**src/rtl/hazard_sequencer.sv**
```systemverilog
// hazard_sequencer
// Central stall/flush scheduler for the 5-stage KGP-RISC pipeline. Each cycle
// it decides which pipeline registers advance, hold or take a bubble, based on
// load-use hazards, taken branches, multi-cycle EX operations and data-memory
// wait states. It also keeps saturating hazard counters and a sticky
// memory-timeout flag.
module hazard_sequencer #(
    parameter int MUL_LAT     = 4,
    parameter int MEM_TIMEOUT = 255,
    parameter int CNT_W       = 16
) (
    input  logic             clk,
    input  logic             rst_n,
    input  logic [4:0]       id_rs,
    input  logic [4:0]       id_rt,
    input  logic             id_uses_rt,
    input  logic [4:0]       ex_rd,
    input  logic             ex_readdmem,
    input  logic             ex_multi,
    input  logic             br_taken,
    input  logic             dmem_busy,
    output logic             pc_en,
    output logic             pc_redirect,
    output logic             ifid_en,
    output logic             ifid_flush,
    output logic             idex_en,
    output logic             idex_flush,
    output logic             exmem_en,
    output logic             exmem_flush,
    output logic             memwb_en,
    output logic             mem_timeout,
    output logic [CNT_W-1:0] stall_cycles,
    output logic [CNT_W-1:0] redirect_count
);

    typedef enum logic [1:0] {
        RUN      = 2'd0,
        EX_BUSY  = 2'd1,
        MEM_WAIT = 2'd2
    } state_t;

    // Remaining EX occupancy after the first multi-cycle cycle.
    localparam logic [7:0]       BUSY_LOAD   = 8'(MUL_LAT - 1);
    localparam logic [7:0]       TIMEOUT_LIM = 8'(MEM_TIMEOUT);
    localparam logic [7:0]       WAIT_MAX    = 8'hFF;
    localparam logic [CNT_W-1:0] CNT_MAX     = '1;
    localparam logic [CNT_W-1:0] CNT_ONE     = {{(CNT_W-1){1'b0}}, 1'b1};

    state_t     state;
    state_t     state_nxt;
    logic [7:0] busy_cnt;
    logic [7:0] busy_cnt_nxt;
    logic [7:0] wait_cnt;
    logic [7:0] wait_cnt_nxt;
    logic       run_rules;
    logic       timeout_set;
    logic       load_use;

    // A load in EX whose destination is read by the ID instruction; r0 never
    // carries a real dependency.
    assign load_use = ex_readdmem && (ex_rd != 5'd0) &&
                      ((ex_rd == id_rs) || (id_uses_rt && (ex_rd == id_rt)));

    // Next-state and Mealy pipeline controls; RUN rules 2-5 are shared with
    // the MEM_WAIT release cycle through run_rules.
    always_comb begin
        pc_en        = 1'b1;
        pc_redirect  = 1'b0;
        ifid_en      = 1'b1;
        ifid_flush   = 1'b0;
        idex_en      = 1'b1;
        idex_flush   = 1'b0;
        exmem_en     = 1'b1;
        exmem_flush  = 1'b0;
        memwb_en     = 1'b1;
        state_nxt    = state;
        busy_cnt_nxt = busy_cnt;
        wait_cnt_nxt = wait_cnt;
        run_rules    = 1'b0;
        timeout_set  = 1'b0;

        unique case (state)
            RUN: begin
                if (dmem_busy) begin
                    pc_en        = 1'b0;
                    ifid_en      = 1'b0;
                    idex_en      = 1'b0;
                    exmem_en     = 1'b0;
                    memwb_en     = 1'b0;
                    state_nxt    = MEM_WAIT;
                    wait_cnt_nxt = 8'd1;
                end else begin
                    run_rules = 1'b1;
                end
            end
            EX_BUSY: begin
                if (busy_cnt > 8'd1) begin
                    pc_en        = 1'b0;
                    ifid_en      = 1'b0;
                    idex_en      = 1'b0;
                    exmem_flush  = 1'b1;
                    busy_cnt_nxt = busy_cnt - 8'd1;
                end else begin
                    state_nxt    = RUN;
                    busy_cnt_nxt = 8'd0;
                end
            end
            MEM_WAIT: begin
                if (dmem_busy) begin
                    pc_en    = 1'b0;
                    ifid_en  = 1'b0;
                    idex_en  = 1'b0;
                    exmem_en = 1'b0;
                    memwb_en = 1'b0;
                    if (wait_cnt != WAIT_MAX) begin
                        wait_cnt_nxt = wait_cnt + 8'd1;
                    end
                end else begin
                    state_nxt    = RUN;
                    wait_cnt_nxt = 8'd0;
                    run_rules    = 1'b1;
                end
            end
            default: begin
                state_nxt    = RUN;
                busy_cnt_nxt = 8'd0;
                wait_cnt_nxt = 8'd0;
            end
        endcase

        if (run_rules) begin
            if (ex_multi) begin
                pc_en        = 1'b0;
                ifid_en      = 1'b0;
                idex_en      = 1'b0;
                exmem_flush  = 1'b1;
                busy_cnt_nxt = BUSY_LOAD;
                state_nxt    = EX_BUSY;
            end else if (br_taken) begin
                pc_redirect = 1'b1;
                pc_en       = 1'b1;
                ifid_flush  = 1'b1;
                idex_flush  = 1'b1;
            end else if (load_use) begin
                pc_en      = 1'b0;
                ifid_en    = 1'b0;
                idex_flush = 1'b1;
            end
        end

        timeout_set = (state_nxt == MEM_WAIT) && (wait_cnt_nxt >= TIMEOUT_LIM);

        if (!rst_n) begin
            pc_en       = 1'b0;
            pc_redirect = 1'b0;
            ifid_en     = 1'b0;
            ifid_flush  = 1'b1;
            idex_en     = 1'b0;
            idex_flush  = 1'b1;
            exmem_en    = 1'b0;
            exmem_flush = 1'b1;
            memwb_en    = 1'b0;
        end
    end

    // Sequencer state and its occupancy/wait counters.
    always_ff @(posedge clk or negedge rst_n) begin
        if (!rst_n) begin
            state    <= RUN;
            busy_cnt <= 8'd0;
            wait_cnt <= 8'd0;
        end else begin
            state    <= state_nxt;
            busy_cnt <= busy_cnt_nxt;
            wait_cnt <= wait_cnt_nxt;
        end
    end

    // Sticky timeout flag, cleared only by reset.
    always_ff @(posedge clk or negedge rst_n) begin
        if (!rst_n) begin
            mem_timeout <= 1'b0;
        end else if (timeout_set) begin
            mem_timeout <= 1'b1;
        end
    end

    // Saturating hazard performance counters.
    always_ff @(posedge clk or negedge rst_n) begin
        if (!rst_n) begin
            stall_cycles   <= '0;
            redirect_count <= '0;
        end else begin
            if (!pc_en && (stall_cycles != CNT_MAX)) begin
                stall_cycles <= stall_cycles + CNT_ONE;
            end
            if (pc_redirect && (redirect_count != CNT_MAX)) begin
                redirect_count <= redirect_count + CNT_ONE;
            end
        end
    end

endmodule

```
**config.mk**
```make
export PLATFORM = sky130hd
export DESIGN_NAME = hazard_sequencer
export DESIGN_NICKNAME = d
export VERILOG_FILES = /design/src/rtl/hazard_sequencer.sv
export SDC_FILE = /design/constraint.sdc
export NUM_CORES = 1
export LEC_CHECK = 0
export CAP_MARGIN = 20
export CELL_PAD_IN_SITES_DETAIL_PLACEMENT = 0
export CELL_PAD_IN_SITES_GLOBAL_PLACEMENT = 1
export CORE_ASPECT_RATIO = 1.25
export CORE_UTILIZATION = 40
export CTS_CLUSTER_SIZE = 16
export DETAILED_ROUTE_END_ITERATION = 8
export DONT_BUFFER_PORTS = 1
export PLACE_DENSITY = 0.77
export SYNTH_ARGS = -nofsm -noshare
export SYNTH_HDL_FRONTEND = slang
export SYNTH_SLANG_ARGS = --single-unit
```
**constraint.sdc**
```tcl
create_clock -name clk -period 4 [get_ports clk]
set_input_delay 0.8 -clock clk [delete_from_list [all_inputs] [get_ports clk]]
set_output_delay 0.8 -clock clk [all_outputs]
set_load 0.005 [all_outputs]
```
==> qor.csv <==
metric;value;unit
outcome;completed;
yosysTopAreaCell;dfrtp_1;
synth_fp_nets;308;
synth-edff-count;0;
die_w;76.3;um
gr-usage-all-layers;16.4;%
initial_core_util;41.8;%
clk_pin_slew_worst_paths;0.09;ns
drt_wl_total;5720;um
synthCells;281;
grt_pass1_vias;2005;
cts_tree;done;
clkLatencyLatePin;0.30;ns
area_delta_synth_final;7.25;%
cts_hold_buf;0;
grt_pass1_wl;9440;um
hpwl;4140;um
fin_util;44.8;%
layout_worst_path_cycle_share;78.7;%
syn_area;2760;um2
io_buffers;0;
cts_sinks;51;
cp_max_fo;15;
drive_gt1_share;5.69;%
rsz0062_at_grt;false;
total_power;1640;uW
cts_made_buffers;5;
r2r-start;state[0];
final_nets;307;
num_io_pins;64;
ir_drop;0.194;mV
grt-ovfl-total;0;
p_leak;0.00129;uW
vias_per_cell;5.65;
yosysSeqAreaShare;46.2;%
synth_common_cells;dfrtp_1, xnor2_1, nor2_1;
fin_area;2960;um2
grt_max_degree;57;
row_count;33;
drv_cap;0;
start_kind;flop;
postSynth.asyncResetShare;100;%
final_hold_viol_count;0;
ys_warn_count;0;
critPathRequiredTime;3.20;ns
antenna_cells;0;
power_density;553;nW/um2
synth_area_leaders;dfrtp_1, xnor2_1, xor2_1;
critical_path.endpoint_type;output pin;
fmax;318;MHz
worstPathArrival;2.35;ns
fp.coreArea;6610;um2
drv_slew;0;
startpoint;busy_cnt[4];
wl_per_cell;15.6;um
num_vias;2078;
dr.pass1.iters;4;
synth-main-ff-cell;dfrtp_1;
fin_crit;3.15;ns
cts_buffer_depth;2;
route.detailed.drc;0;
finClkSkew;0.00695;ns
place_area;2830;um2
postRouteAntennaNets;0;
htreeDepth;2;
path_class;reg -> out;
fp.dieArea;7240;um2
syn_area_per_cell;9.83;um2
setup_viol;0;
timing.slew.headroom;56.0;%
setup_tns;0;ns
gp_congestion;0.749;
antenna_found_initial;0;
post-cts-setup-buffer-count;0;
dieHeight;94.9;um
ys_seq_elements;51;
hp-class;in -> async;
cts_resized;0;
yosysTopAreaCellShare;46.2;%
yosysUniqueCellTypes;50;
drtIter0Drc;134;
tightestPinTransition;0.654;ns
post-synth-top-count-cell;dfrtp_1;
cts-root-buf;clkbuf_8;
## logic make-up after synthesis
kind of cell / share of synthesized area [%]
AND/OR/NAND/NOR: 23.0
flip-flops: 46.2
AO/OA/AOI/OAI: 12.5
XOR/XNOR: 12.7
buffers and inverters: 2.58
adder cells (fa/ha/maj): 2.26
multiplexers: 0.815
## per-layer routing
| layer | vias up | global-route usage [%] | routed length (um) |
|---|---|---|---|
| met3 | 4 | 5.12 | 347 |
| met2 | 56 | 29.1 | 2820 |
| li1 | 1005 | - | - |
| met4 | 0 | 4.65 | 55 |
| met1 | 1013 | 19.1 | 2500 |
| met5 | - | 0 | 0 |
## worst max-delay path, cell delays in order, from the launching register on
cell	delay [ns]
dfrtp_1	0.43
or3_4	0.41
o311ai_4	0.57
and3_4	0.36
a21boi_0	0.28
## report_power, final
part,total (uW),switching [uW],internal [uW]
registers,763,147,616
logic,454,254,200
clock network,420,170,250
## per-stage QoR
| stage | setup slack (ns) | hold slack [ns] | std cells |
|---|---|---|---|
| 3_5_place_dp | 1.19 | 0.506 | 360 |
| 3_3_place_gp | 1.24 | 0.497 | 360 |
| 4_1_cts | 0.856 | 0.170 | 368 |
| 2_1_floorplan | 1.43 | 0.460 | 281 |
| 6_report | 0.852 | 0.177 | 368 |
| 5_1_grt | 0.695 | 0.156 | 368 |
## state kept, by name, summed over array words and instances (netlist names)
register and cells:
redirect_count 16, stall_cycles 16, busy_cnt 8, wait_cnt 8
state 2, mem_timeout 1
## path summary, 6_finish.rpt
kind	end	slack [ns]	depth (start not counted)
max	pc_en	0.85	4
min	stall_cycles[10]	0.18	0
max reg2reg	stall_cycles[1]	1.62	4
min reg2reg	busy_cnt[6]	0.52	1
max in group asynchronous	busy_cnt[1]	3.70	0
min in group clk	busy_cnt[6]	0.52	1
## placed cells by master, fill, tap and decap left out, drive strengths merged, types with 2 or more instances in the layout
master  instances
dfrtp          51
xnor2          28
nor2           25
nand2          23
nand3          17
nand4          16
o21ai          15
and3           13
xor2           12
a21oi          10
inv             6
clkbuf          6
and2            5
nor3            5
ha              5
and4            3
o31ai           3
nor4            3
a21boi          3
nand2b          2
nor3b           2
mux2            2
nand3b          2
bufinv          2
or3             2
## cell type report
type	instances	area, um2
Clock buffer	6	72.6
Clock inverter	2	60.1
Fill cell	625	3640
Inverter	6	22.5
Multi-Input combinational cell	215	1420
Sequential cell	51	1280
Tap cell	87	109
Timing Repair Buffer	1	7.51
Note: power is estimated with default switching activity, not from simulation.
